<file path="src/rtl/trap_seq_ctrl.sv">
// Trap/return sequencer between the commit stage and the machine-mode CSR file.
// Picks one commit-boundary event by priority (timer irq > ecall > ebreak > mret),
// then runs flush -> CSR update strobe -> PC redirect. All outputs are registered.
//
// state    | meaning
// ---------+-------------------------------------------------------------
// IDLE     | commits retire normally; events sampled at the commit boundary
// FLUSH    | flush_req high, waiting for flush_ack or the timeout
// UPDATE   | one-cycle csr_trap_we / csr_mret_we strobe
// REDIRECT | redirect_valid high with a stable target until redirect_ready
module trap_seq_ctrl #(
    parameter int XLEN          = 64,
    parameter int FLUSH_TIMEOUT = 16,
    parameter int CNT_W         = 32
) (
    input  logic             clk,
    input  logic             rst,
    input  logic             commit_valid,
    input  logic [XLEN-1:0]  commit_pc,
    input  logic             commit_ecall,
    input  logic             commit_ebreak,
    input  logic             commit_mret,
    input  logic             mstatus_mie,
    input  logic             mie_mtie,
    input  logic             clint_mtip,
    input  logic [XLEN-1:0]  mtvec,
    input  logic [XLEN-1:0]  mepc,
    output logic             commit_stall,
    output logic             commit_retire,
    output logic             flush_req,
    input  logic             flush_ack,
    output logic             csr_trap_we,
    output logic             csr_mret_we,
    output logic [XLEN-1:0]  csr_cause,
    output logic [XLEN-1:0]  csr_epc,
    output logic             redirect_valid,
    output logic [XLEN-1:0]  redirect_pc,
    input  logic             redirect_ready,
    output logic             timeout_err,
    output logic [CNT_W-1:0] trap_cnt
);

    typedef enum logic [1:0] {IDLE, FLUSH, UPDATE, REDIRECT} state_t;

    localparam int TMO_W = $clog2(FLUSH_TIMEOUT + 1);
    localparam logic [TMO_W-1:0] TMO_LOAD = TMO_W'(FLUSH_TIMEOUT - 1);
    localparam logic [XLEN-1:0] CAUSE_MTI    = {1'b1, {(XLEN-1){1'b0}}} | XLEN'(7);
    localparam logic [XLEN-1:0] CAUSE_ECALL  = XLEN'(11);
    localparam logic [XLEN-1:0] CAUSE_EBREAK = XLEN'(3);
    localparam logic [XLEN-1:0] MTI_VEC_OFS  = XLEN'(28);

    state_t            state;
    logic [TMO_W-1:0]  tmo_cnt;
    logic [XLEN-1:0]   lat_cause;
    logic [XLEN-1:0]   lat_epc;
    logic [XLEN-1:0]   lat_target;
    logic              lat_irq;
    logic              lat_mret;
    logic              irq_pend;
    logic [XLEN-1:0]   trap_vec;

    assign irq_pend = clint_mtip & mstatus_mie & mie_mtie;

    // Trap handler address: vectored mode only offsets interrupts (mtvec + 4*cause).
    always_comb begin
        trap_vec = mtvec & ~XLEN'(3);
        if (mtvec[1:0] == 2'b01 && lat_irq) begin
            trap_vec = (mtvec & ~XLEN'(3)) + MTI_VEC_OFS;
        end
    end

    // Sequencer FSM with registered handshake and strobe outputs.
    always_ff @(posedge clk or posedge rst) begin
        if (rst) begin
            state          <= IDLE;
            tmo_cnt        <= '0;
            lat_cause      <= '0;
            lat_epc        <= '0;
            lat_target     <= '0;
            lat_irq        <= 1'b0;
            lat_mret       <= 1'b0;
            commit_stall   <= 1'b0;
            commit_retire  <= 1'b0;
            flush_req      <= 1'b0;
            csr_trap_we    <= 1'b0;
            csr_mret_we    <= 1'b0;
            csr_cause      <= '0;
            csr_epc        <= '0;
            redirect_valid <= 1'b0;
            redirect_pc    <= '0;
            timeout_err    <= 1'b0;
            trap_cnt       <= '0;
        end else begin
            commit_retire <= 1'b0;
            csr_trap_we   <= 1'b0;
            csr_mret_we   <= 1'b0;
            csr_cause     <= '0;
            csr_epc       <= '0;
            case (state)
                IDLE: begin
                    if (commit_valid) begin
                        lat_irq    <= 1'b0;
                        lat_mret   <= 1'b0;
                        lat_cause  <= '0;
                        lat_epc    <= commit_pc;
                        lat_target <= '0;
                        if (irq_pend || commit_ecall || commit_ebreak || commit_mret) begin
                            state        <= FLUSH;
                            flush_req    <= 1'b1;
                            commit_stall <= 1'b1;
                            tmo_cnt      <= TMO_LOAD;
                        end
                        if (irq_pend) begin
                            lat_irq   <= 1'b1;
                            lat_cause <= CAUSE_MTI;
                        end else begin
                            commit_retire <= 1'b1;
                            if (commit_ecall) begin
                                lat_cause <= CAUSE_ECALL;
                            end else if (commit_ebreak) begin
                                lat_cause <= CAUSE_EBREAK;
                            end else if (commit_mret) begin
                                lat_mret   <= 1'b1;
                                lat_epc    <= '0;
                                lat_target <= mepc;
                            end
                        end
                    end
                end
                FLUSH: begin
                    if (flush_ack || tmo_cnt == '0) begin
                        if (!flush_ack) begin
                            timeout_err <= 1'b1;
                        end
                        state       <= UPDATE;
                        flush_req   <= 1'b0;
                        csr_trap_we <= ~lat_mret;
                        csr_mret_we <= lat_mret;
                        csr_cause   <= lat_cause;
                        csr_epc     <= lat_epc;
                    end else begin
                        tmo_cnt <= tmo_cnt - TMO_W'(1);
                    end
                end
                UPDATE: begin
                    state          <= REDIRECT;
                    redirect_valid <= 1'b1;
                    redirect_pc    <= lat_mret ? lat_target : trap_vec;
                end
                REDIRECT: begin
                    if (redirect_ready) begin
                        state          <= IDLE;
                        redirect_valid <= 1'b0;
                        redirect_pc    <= '0;
                        commit_stall   <= 1'b0;
                        trap_cnt       <= trap_cnt + CNT_W'(1);
                    end
                end
                default: state <= IDLE;
            endcase
        end
    end

endmodule

</file>
<file path="config.mk">
export PLATFORM = sky130hd
export DESIGN_NAME = trap_seq_ctrl
export DESIGN_NICKNAME = d
export VERILOG_FILES = /design/src/rtl/trap_seq_ctrl.sv
export SDC_FILE = /design/constraint.sdc
export NUM_CORES = 1
export LEC_CHECK = 0
export BUFFER_PORTS_ARGS = -buffer_cell sky130_fd_sc_hd__buf_4
export CAP_MARGIN = 20
export CORE_ASPECT_RATIO = 2
export CORE_MARGIN = 2
export CORE_UTILIZATION = 46
export DETAILED_ROUTE_END_ITERATION = 10
export PLACE_DENSITY = 0.76
export REMOVE_ABC_BUFFERS = 1
export SETUP_SLACK_MARGIN = 0.02
export SLEW_MARGIN = 0
export SYNTH_ARGS = -nofsm -noshare
export SYNTH_HDL_FRONTEND = slang
export SYNTH_SLANG_ARGS = --single-unit
</file>
<file path="constraint.sdc">
create_clock -name clk -period 8.1 [get_ports clk]
set_clock_uncertainty 0.2 [all_clocks]
set_input_delay 0 -clock clk [delete_from_list [all_inputs] [get_ports clk]]
set_output_delay 0 -clock clk [all_outputs]
set_load 0.01 [all_outputs]
</file>
# Word level (Yosys, flattened, before mapping)
# Index checks and enable logic that the tools add are counted.
# totals
regBits	432
output_inout_bits	231
# op_classes
addsub	3
n_eq_ne	9
muxes	47
n_bitwise	4
n_reduce_logical	18
# op_table
cell	count
$mux 64	16
$pmux 64 s2	1
$add 64x5->64 const B	1
$add 32x1->32 const B	1
$mux 1	16
$reduce_and 4->1	4
$mux 5	3
$mux 2	5
$ne 2x2->1 const B	5
$pmux 5 s2	1
$pmux 2 s4	1
$pmux 1 s2	3
$reduce_and 2->1	3
$reduce_bool 2->1	3
$logic_not 5->1	1
$sub 5x1->5 const B	1
$eq 2x1->1 const B	2
$eq 2x2->1 const B	2
$logic_or 1x1->1	4
$mux 4	1
$reduce_and 3->1	1
$and 1x1->1	2
$logic_not 2->1	1
$not 1->1	2
$logic_and 1x1->1	1

# Depth between registers and ports, before layout
# Gate-level depths: netlist (run 1).
# logic_depth
depth_word	8
depth_mapped	9
ltp_nobuf	8

# Worst setup path before layout (run 1)
# OpenSTA, ideal clock, no wires.
# synth_path
path_type	flip-flop to flip-flop
start	reg state[0]
end	reg trap_cnt[24]
setup_ps	79
arrival_time_ps	2030
t_required_ps	7821
setup_slack_ps	5790
stages_incl_launch_ff	10
path_cell_list	dfrtp_1 ha_1 and2_1 clkbuf_2 and3_1 nand3_1 or2_2 clkbuf_1 nor3_1 xor2_1
# synth_via
elab_chain_cells	2
# synth_lines
element	line	text
start: declaration	52	state_t state;
start signal: assignment	75	state <= IDLE;
start signal: assignment	108	state <= FLUSH;
start signal: assignment	135	state <= UPDATE;
$eq 2x2->1	99	case (state)
$reduce_and 2->1 (no source line)	n/a	
end signal: assignment	156	trap_cnt <= trap_cnt + CNT_W'(1);
end: declaration	40	output logic [CNT_W-1:0] trap_cnt
# No other way between the ends.
# A chain may end at the register's enable or synchronous reset.

# Worst setup path after layout (run 1)
# layout_path
start	reg state[0]
end	reg redirect_pc[60]
# layout_via
elab_chain_cells	3
word_cells_on_any_way	6
# layout_lines
element	line	text
$eq 2x2->1	99	
$ne 2x2->1 (no source line) or $reduce_bool 2->1 (tied branches)	n/a	
$reduce_and 2->1 (no source line)	n/a	
end signal: assignment	148	redirect_pc <= lat_mret ? lat_target : trap_vec;
end: declaration	37	output logic [XLEN-1:0] redirect_pc,
# Several ways; a longest one is shown, not always the timed one.

==> flow_results.xml, run 1 <==
<?xml version="1.0" encoding="UTF-8"?>
<metrics>
  <group name="run_status">
    <metric name="run_status" unit="">complete, no violations</metric>
  </group>
  <group name="pwr">
    <metric name="max-vdd-ir-drop" unit="uV">211.3</metric>
    <metric name="total_leakage_power" unit="nW">9.825</metric>
    <metric name="power_density" unit="nW/um^2">274.0</metric>
  </group>
  <group name="worst_setup_path">
    <metric name="critical-path-max-stage-delay" unit="ns">0.76</metric>
    <metric name="crit_path_frequent_cell" unit="">dlygate4sd3_1</metric>
    <metric name="crit_path_cell_trace" unit="">inv_1 &gt; ha_1 &gt; nor2b_1 &gt; nand2_2 &gt; nor4b_1 &gt; dlygate4sd3_1 &gt; mux2i_1 &gt; nand2_1 &gt; dlygate4sd3_1</metric>
    <metric name="reg2reg_setup_slack" unit="ns">3.85</metric>
    <metric name="crit_path_start" unit="">state[0]</metric>
    <metric name="critPathArrivalTime" unit="ns">4.54</metric>
    <metric name="cp_max_fo" unit="">50</metric>
    <metric name="timing.reg2reg.worst_path_depth" unit="">9</metric>
    <metric name="critPathCaptureType" unit="">flip-flop</metric>
    <metric name="timing.setup.critical_path_class" unit="">reg -&gt; reg</metric>
    <metric name="worst_ep_required_time" unit="ns">8.39</metric>
    <metric name="reg_to_reg_critical_path_startpoint" unit="">state[0]</metric>
    <metric name="cp-start-kind" unit="">flip-flop</metric>
    <metric name="critical_path_top_delay_cell" unit="">nand2_2</metric>
  </group>
  <group name="final_layout">
    <metric name="final.fill_count" unit="">1805</metric>
    <metric name="layout_common_cells" unit="">buf_4, dlygate4sd3_1, dfrtp_1, a22o_1, and2_1</metric>
    <metric name="drive_above_1_share" unit="">0.2474</metric>
    <metric name="layout_commonest_cell" unit="">buf_4</metric>
    <metric name="layout.nets" unit="">2017</metric>
    <metric name="finish.utilization" unit="">0.7127</metric>
    <metric name="area_delta_synth_final" unit="%">53.52</metric>
  </group>
  <group name="placement">
    <metric name="port_buffers" unit="">374</metric>
    <metric name="gp_routability_congestion" unit="">0.8616</metric>
    <metric name="dp_hpwl" unit="mm">24.68</metric>
  </group>
  <group name="die">
    <metric name="design.core.area" unit="um^2">28630</metric>
    <metric name="ios" unit="">434</metric>
    <metric name="die_w" unit="um">124.2</metric>
    <metric name="floorplan.die_area" unit="um^2">30350</metric>
    <metric name="effective_utilization_at_floorplan" unit="">0.4642</metric>
    <metric name="core.rowCount" unit="">88</metric>
    <metric name="dieHeight" unit="um">244.4</metric>
  </group>
  <group name="hold_path">
    <metric name="hp-class" unit="">in -&gt; async</metric>
  </group>
  <group name="global_route">
    <metric name="grtUsageTotal" unit="">0.2927</metric>
    <metric name="initial_antenna_violation_count" unit="">2</metric>
    <metric name="grt_overflow" unit="">0</metric>
    <metric name="vias_in_the_first_global_route" unit="">12833</metric>
    <metric name="wire_length_of_the_first_global_routing_pass" unit="mm">69.42</metric>
    <metric name="largest_net_degree_at_the_start_of_global_routing" unit="">189</metric>
  </group>
  <group name="synth">
    <metric name="dominantRegCellSynth" unit="">dfrtp_1</metric>
    <metric name="post_synth.cell_area_avg" unit="um^2">11.58</metric>
    <metric name="ys_ff_latch" unit="">309</metric>
    <metric name="async_flop_share" unit="">1.000</metric>
    <metric name="synth.lib_cells_used.distinct" unit="">57</metric>
    <metric name="synth_sequential_area_ratio" unit="">0.5818</metric>
    <metric name="edff_count_synth" unit="">0</metric>
    <metric name="syn_area" unit="um^2">13290</metric>
    <metric name="postSynthCellCount" unit="">1148</metric>
    <metric name="synth-warning-count" unit="">0</metric>
  </group>
  <group name="clock_network">
    <metric name="cts_max_path_buffers" unit="">3</metric>
    <metric name="cts-resized-gates" unit="">0</metric>
    <metric name="clk-insertion-delay-late" unit="ns">0.56</metric>
    <metric name="holdBufCountCts" unit="">313</metric>
    <metric name="clk_pin_slew" unit="ns">0.07</metric>
    <metric name="numCtsBuffers" unit="">28</metric>
    <metric name="clock-sinks" unit="">309</metric>
    <metric name="clock_tree_from_tritoncts" unit="">done</metric>
    <metric name="cts_root_buffer" unit="">clkbuf_16</metric>
    <metric name="post-cts-setup-buffer-count" unit="">0</metric>
    <metric name="cts_htree_levels" unit="">1</metric>
  </group>
  <group name="drt">
    <metric name="drtIter0Drc" unit="">800</metric>
    <metric name="wire_per_inst" unit="um">20.78</metric>
    <metric name="antenna_violating_nets_remaining" unit="">0</metric>
    <metric name="drt_total_wl" unit="mm">45.50</metric>
    <metric name="drt_first_pass_iters" unit="">7</metric>
    <metric name="via_cell_ratio" unit="">5.558</metric>
    <metric name="total_drc_errors_in_the_routed_layout" unit="">0</metric>
    <metric name="num_vias" unit="">12171</metric>
  </group>
  <group name="sta">
    <metric name="worst_slew_pin_slew" unit="ns">1.121</metric>
    <metric name="hold_violations" unit="">0</metric>
    <metric name="totalNegativeSetupSlack" unit="ns">0</metric>
    <metric name="setup_repair_after_global_routing_missed_its_margin" unit="">false</metric>
    <metric name="final_period_minus_worst_setup_slack" unit="ns">4.250</metric>
    <metric name="finalMaxSlewViolations" unit="">0</metric>
    <metric name="maxClockFrequency" unit="MHz">235.3</metric>
    <metric name="fin_worst_hold_slack" unit="ns">0.01295</metric>
    <metric name="setup_violations" unit="">0</metric>
    <metric name="fin_crit_sh" unit="">0.5247</metric>
    <metric name="worst_relative_slew_slack" unit="">0.2525</metric>
  </group>
  <group name="flow_run">
    <metric name="drv.max_cap_violation_count" unit="">0</metric>
  </group>
</metrics>
## cells in the mapped netlist, drive strengths merged, types with 2 or more instances
library cell	n	area share
nor4	7	0.0065
a21o	2	0.0011
nand4	24	0.012
nor2	43	0.012
a32oi	2	0.0013
and2	72	0.034
dfrtp	309	0.58
a21oi	14	0.0053
buf	68	0.037
and3	17	0.0080
nand3b	2	0.0021
a22o	131	0.086
mux2i	2	0.0015
and4	8	0.0053
or4	3	0.0020
xor2	31	0.020
nor3b	2	0.0011
or2	2	0.00094
nand3	23	0.0087
a22oi	51	0.029
nand2b	6	0.0028
ha	8	0.0075
clkbuf	55	0.016
mux2	2	0.0017
nor2b	5	0.0024
xnor2	62	0.041
nand2	63	0.018
nor4b	4	0.0031
nor3	23	0.0099
inv	20	0.0056
o21ai	74	0.028
## metrics by stage
stage	setup slack, ns	cells	area [um^2]	total power [mW]
6_report	3.850	2190	20400	5.590
5_1_grt	3.440	2189	20400	5.834
4_1_cts	3.912	2187	20400	5.494
3_5_place_dp	4.961	1823	16180	3.786
3_3_place_gp	5.085	1823	16180	3.713
2_1_floorplan	-0.6444	1083	12810	3.050
## logic make-up after synthesis
kind of cell	count (synthesis)	synth area share
buf+inv	144	0.05865
mux	4	0.003201
flops	309	0.5818
fa+ha+maj	8	0.007532
other cells	1	0.0002822
compound gates	282	0.1553
xor+xnor	93	0.06129
simple gates	307	0.1319
## final timing paths
kind                                         to
worst min register to register      csr_epc[36]
worst max register to register  redirect_pc[60]
max in group asynchronous       redirect_pc[45]
worst max-delay path            redirect_pc[60]
min in group clk                 lat_target[53]
worst min-delay path                lat_epc[26]
## layer usage
layer  up-vias  global-route usage  routed length [um]
li1       5280                   -                   -
met1      5974              0.3561               16520
met2       737              0.4841               22700
met3       180             0.07020                4119
met4         0              0.1358                2155
met5         -                   0                   0
## cell type report
class	instances	area, um^2	area share
diodes	3	7.507	0.0003679
inverters	21	86.33	0.004231
clock inverters	7	185.2	0.009076
flip-flops and latches	309	7732	0.3790
multi-input cells	753	5041	0.2471
clock buffers	44	902.1	0.04421
repair buffers	693	5998	0.2940
well taps	360	450.4	0.02208
## sequential cells by signal, indices dropped and copies added, names as in the netlist, 2 cells and up
register / count
trap_cnt: 32
tmo_cnt: 5
lat_epc: 64
state: 2
redirect_pc: 64
csr_cause: 3
lat_target: 64
csr_epc: 64
lat_cause: 3
## worst max-delay path, delay by kind of cell, from the launching register on
kind                       cells  cell delay (ns)
and+or+nand+nor                4             1.97
adders and majority gates      1             0.25
DFF                            1             0.42
muxes                          1             0.07
buffers and inverters          3             1.25
## power breakdown
part | internal, mW | leakage (nW) | total (mW) | switching, mW
Sequential | 1.97 | 4.07 | 2.28 | 0.302
Clock | 0.953 | 0.536 | 1.55 | 0.601
Combinational | 0.847 | 5.22 | 1.76 | 0.913
Total | 3.77 | 9.82 | 5.59 | 1.82
Note: power is estimated with default switching activity, not from simulation.
==> inputs of run 2 (changes only) <==
--- a/config.mk
+++ b/config.mk
@@ -5,13 +5,14 @@
 export SDC_FILE = /design/constraint.sdc
 export NUM_CORES = 1
 export LEC_CHECK = 0
+export ABC_AREA = 1
 export BUFFER_PORTS_ARGS = -buffer_cell sky130_fd_sc_hd__buf_4
 export CAP_MARGIN = 20
 export CORE_ASPECT_RATIO = 2
 export CORE_MARGIN = 2
-export CORE_UTILIZATION = 46
+export CORE_UTILIZATION = 48
 export DETAILED_ROUTE_END_ITERATION = 10
-export PLACE_DENSITY = 0.76
+export PLACE_DENSITY = 0.78
 export REMOVE_ABC_BUFFERS = 1
 export SETUP_SLACK_MARGIN = 0.02
 export SLEW_MARGIN = 0
==> constraint.sdc (replaced) <==
create_clock -name clk -period 3.4 [get_ports clk]
set_clock_uncertainty 0.2 [all_clocks]
set_input_delay 0 -clock clk [delete_from_list [all_inputs] [get_ports clk]]
set_output_delay 0 -clock clk [all_outputs]
set_load 0.01 [all_outputs]
==> run 2 against run 1 <==
Via count grew 36%. Register-to-register slack lost 3.7 ns. Critical path depth is 2 higher. Area after synthesis rose by 14%. Sequential share of layout area decreased by 4.9 points. Final cell count is 41% higher. Hold slack lost 0.0080 ns. Flip-flop and latch count unchanged. Global-route usage grew 5.7 points. First-iteration DRC count up 91%. Core utilization grew 3.5 points. Critical endpoint is now redirect_pc[63]. Largest cell class unchanged.
==> flow_results.xml, run 2 <==
<?xml version="1.0" encoding="UTF-8"?>
<metrics>
  <group name="worst_setup_path">
    <metric name="crit_buf_inv" unit="">3</metric>
    <metric name="reg_to_reg_critical_path_startpoint" unit="">lat_cause[2]</metric>
    <metric name="cp-start-kind" unit="">flip-flop</metric>
    <metric name="crit_path_cell_trace" unit="">inv_1 &gt; nor2_4 &gt; nand3_2 &gt; nor2_2 &gt; nand3_1 &gt; o21ai_1 &gt; dlygate4sd3_1 &gt; nand3_1 &gt; dlygate4sd3_1 &gt; nand2_1 &gt; nand2_1</metric>
    <metric name="crit_path_start" unit="">lat_cause[2]</metric>
    <metric name="cp_max_fo" unit="">7</metric>
    <metric name="timing.setup.critical_path_class" unit="">reg -&gt; reg</metric>
    <metric name="critical_path_top_delay_cell" unit="">dlygate4sd3_1</metric>
    <metric name="timing.critical_path.max_delay_family" unit="">buffers and inverters</metric>
    <metric name="worst_ep_required_time" unit="ns">3.67</metric>
    <metric name="critPathCaptureType" unit="">flip-flop</metric>
    <metric name="critPathArrivalTime" unit="ns">3.50</metric>
    <metric name="critical-path-max-stage-delay" unit="ns">0.57</metric>
  </group>
  <group name="synth">
    <metric name="ys_ff_latch" unit="">309</metric>
    <metric name="async_flop_share" unit="">1.000</metric>
    <metric name="post_synth.cell_area_avg" unit="um^2">8.106</metric>
    <metric name="dominantRegCellSynth" unit="">dfrtp_1</metric>
    <metric name="most_common_cell_in_the_synthesized_netlist" unit="">nand2_1</metric>
    <metric name="synthDominantAreaCellType" unit="">dfrtp_1</metric>
    <metric name="yosysTopAreaCellShare" unit="">0.5098</metric>
    <metric name="postSynthCellCount" unit="">1871</metric>
    <metric name="synth_sequential_area_ratio" unit="">0.5098</metric>
    <metric name="edff_count_synth" unit="">0</metric>
    <metric name="synth_commonest_cells" unit="">nand2_1, dfrtp_1, inv_1, nor2_1, o21ai_0</metric>
    <metric name="syn_area" unit="um^2">15170</metric>
    <metric name="synth-warning-count" unit="">0</metric>
    <metric name="ys_top_cells_by_area" unit="">dfrtp_1, nand2_1, o21ai_0, inv_1, nand3_1</metric>
    <metric name="synth.lib_cells_used.distinct" unit="">44</metric>
  </group>
  <group name="global_route">
    <metric name="grtUsageTotal" unit="">0.3494</metric>
    <metric name="grt_overflow" unit="">0</metric>
    <metric name="initial_antenna_violation_count" unit="">1</metric>
    <metric name="vias_in_the_first_global_route" unit="">17142</metric>
    <metric name="largest_net_degree_at_the_start_of_global_routing" unit="">102</metric>
    <metric name="wire_length_of_the_first_global_routing_pass" unit="mm">91.27</metric>
  </group>
  <group name="pwr">
    <metric name="total_leakage_power" unit="nW">11.60</metric>
    <metric name="max-vdd-ir-drop" unit="uV">683.4</metric>
    <metric name="power_density" unit="nW/um^2">627.5</metric>
  </group>
  <group name="drt">
    <metric name="total_drc_errors_in_the_routed_layout" unit="">0</metric>
    <metric name="wire_per_inst" unit="um">19.14</metric>
    <metric name="via_cell_ratio" unit="">5.366</metric>
    <metric name="antenna_violating_nets_remaining" unit="">0</metric>
    <metric name="drt_total_wl" unit="mm">59.07</metric>
    <metric name="num_vias" unit="">16559</metric>
    <metric name="drt_first_pass_iters" unit="">7</metric>
    <metric name="drtIter0Drc" unit="">1529</metric>
  </group>
  <group name="die">
    <metric name="dieHeight" unit="um">255.4</metric>
    <metric name="effective_utilization_at_floorplan" unit="">0.4844</metric>
    <metric name="design.core.area" unit="um^2">31310</metric>
    <metric name="ios" unit="">434</metric>
    <metric name="core.rowCount" unit="">92</metric>
    <metric name="die_w" unit="um">129.7</metric>
    <metric name="floorplan.die_area" unit="um^2">33120</metric>
  </group>
  <group name="sta">
    <metric name="setup_repair_after_global_routing_missed_its_margin" unit="">true</metric>
    <metric name="layout_setup_ws" unit="ns">0.1708</metric>
    <metric name="fin_crit_sh" unit="">0.9498</metric>
    <metric name="worst_slew_pin_slew" unit="ns">1.098</metric>
    <metric name="hold_violations" unit="">0</metric>
    <metric name="final_period_minus_worst_setup_slack" unit="ns">3.229</metric>
    <metric name="maxClockFrequency" unit="MHz">309.7</metric>
    <metric name="finalMaxSlewViolations" unit="">0</metric>
    <metric name="totalNegativeSetupSlack" unit="ns">0</metric>
    <metric name="setup_violations" unit="">0</metric>
    <metric name="worst_relative_slew_slack" unit="">0.2682</metric>
    <metric name="fin_worst_hold_slack" unit="ns">0.004998</metric>
  </group>
  <group name="run_status">
    <metric name="run_status" unit="">complete, no violations</metric>
  </group>
  <group name="final_layout">
    <metric name="layout_commonest_cell" unit="">nand2_1</metric>
    <metric name="layout_common_cells" unit="">nand2_1, dlygate4sd3_1, buf_4, dfrtp_1, inv_1</metric>
    <metric name="drive_above_1_share" unit="">0.1935</metric>
    <metric name="post_layout_nonfiller_instances" unit="">3086</metric>
    <metric name="finish.utilization" unit="">0.7479</metric>
    <metric name="layout.nets" unit="">2851</metric>
    <metric name="area_delta_synth_final" unit="%">54.40</metric>
  </group>
  <group name="clock_network">
    <metric name="clk_pin_slew" unit="ns">0.07</metric>
    <metric name="clock-sinks" unit="">309</metric>
    <metric name="clk-insertion-delay-late" unit="ns">0.58</metric>
    <metric name="clock_tree_from_tritoncts" unit="">done</metric>
    <metric name="cts_htree_levels" unit="">1</metric>
    <metric name="cts_root_buffer" unit="">clkbuf_16</metric>
    <metric name="numCtsBuffers" unit="">27</metric>
    <metric name="cts_max_path_buffers" unit="">3</metric>
  </group>
  <group name="placement">
    <metric name="preCtsSetupSlack" unit="ns">0.9415</metric>
    <metric name="port_buffers" unit="">374</metric>
    <metric name="numPlacedInstances" unit="">2613</metric>
    <metric name="gp_routability_congestion" unit="">0.9498</metric>
    <metric name="dp_hpwl" unit="mm">32.58</metric>
  </group>
  <group name="flow_run">
    <metric name="drv.max_cap_violation_count" unit="">0</metric>
  </group>
  <group name="hold_path">
    <metric name="hp-class" unit="">in -&gt; reg</metric>
    <metric name="min_from" unit="">mepc[36]</metric>
  </group>
</metrics>
-- run 2: changes by cell type in the layout (fill, tap and decap cells not counted), moves of 51 or more --
cell	previous run	this run
inv_1	19	202
and2_1	72	1
nor2_1	40	169
a22oi_1	51	0
nand3_1	23	134
a22o_1	131	9
dlygate4sd3_1	313	420
o21ai_0	60	155
nand2_1	61	480
-- run 2: path summary, 6_finish.rpt --
check | slack (ns) | cells past startpoint | to
worst min register to register | 0.29 | 1 | trap_cnt[31]
worst max register to register | 0.17 | 11 | redirect_pc[63]
worst min-delay path | 0.005 | 4 | lat_target[36]
worst max-delay path | 0.17 | 11 | redirect_pc[63]
max in group asynchronous | 1.55 | 5 | lat_target[21]
min in group asynchronous | 0.55 | 4 | lat_epc[8]
-- run 2: cell families (layout without fill, tap and decap cells) --
family / count (synthesis) / in the layout / share of synthesized area
adder cells (fa/ha/maj): 8 / 8 / 0.006600
XOR/XNOR: 38 / 38 / 0.02194
other: 1 / 61 / 0.0002472
AO/OA/AOI/OAI: 253 / 253 / 0.08909
flip-flops: 309 / 309 / 0.5098
AND/OR/NAND/NOR: 918 / 918 / 0.2698
buffers and inverters: 344 / 1076 / 0.1025
-- run 2: per-layer routing --
metal	up-vias	global-route usage	share of wire
li1	7355	-	-
met1	7814	0.4205	0.36
met2	1117	0.5737	0.48
met3	273	0.08061	0.099
met4	0	0.1867	0.061
met5	-	0	0
-- run 2: timing repair --
item / CTS / global route
setup buffers: 0 / 0
endpoints found under the setup margin: 0 / 4
hold buffers: 420 / 0
resized for setup: 0 / 10
hold endpoints to repair: 539 / 0
-- run 2: stage by stage --
step	cell area (um^2)	total power, mW
3_5_place_dp	18180	9.837
5_1_grt	23420	15.37
2_1_floorplan	14640	7.806
4_1_cts	23350	14.10
3_3_place_gp	18180	9.681
6_report	23420	14.69
-- run 2: layout make-up --
| class | count | area (um^2) |
|---|---|---|
| antenna | 2 | 5.005 |
| clock buffer | 37 | 783.3 |
| clock inverter | 13 | 176.4 |
| fill | 2001 | 7893 |
| inverter | 215 | 840.8 |
| multi-input combinational | 1276 | 6122 |
| sequential | 309 | 7734 |
| tap | 423 | 529.3 |
| timing repair buffer | 811 | 7227 |
-- run 2: worst reg2reg max path: stages (launching register included) --
cell	delay [ns]
dfrtp_1	0.40
inv_1	0.13
nor2_4	0.27
nand3_2	0.20
nor2_2	0.19
nand3_1	0.24
o21ai_1	0.19
dlygate4sd3_1	0.57
nand3_1	0.07
dlygate4sd3_1	0.56
nand2_1	0.06
nand2_1	0.06
-- run 2: report_power, final --
group / internal, mW / leakage (nW) / switching, mW
registers: 4.78 / 4.04 / 0.645
logic: 2.52 / 7.10 / 3.38
clock network: 1.86 / 0.460 / 1.51
total: 9.16 / 11.6 / 5.53
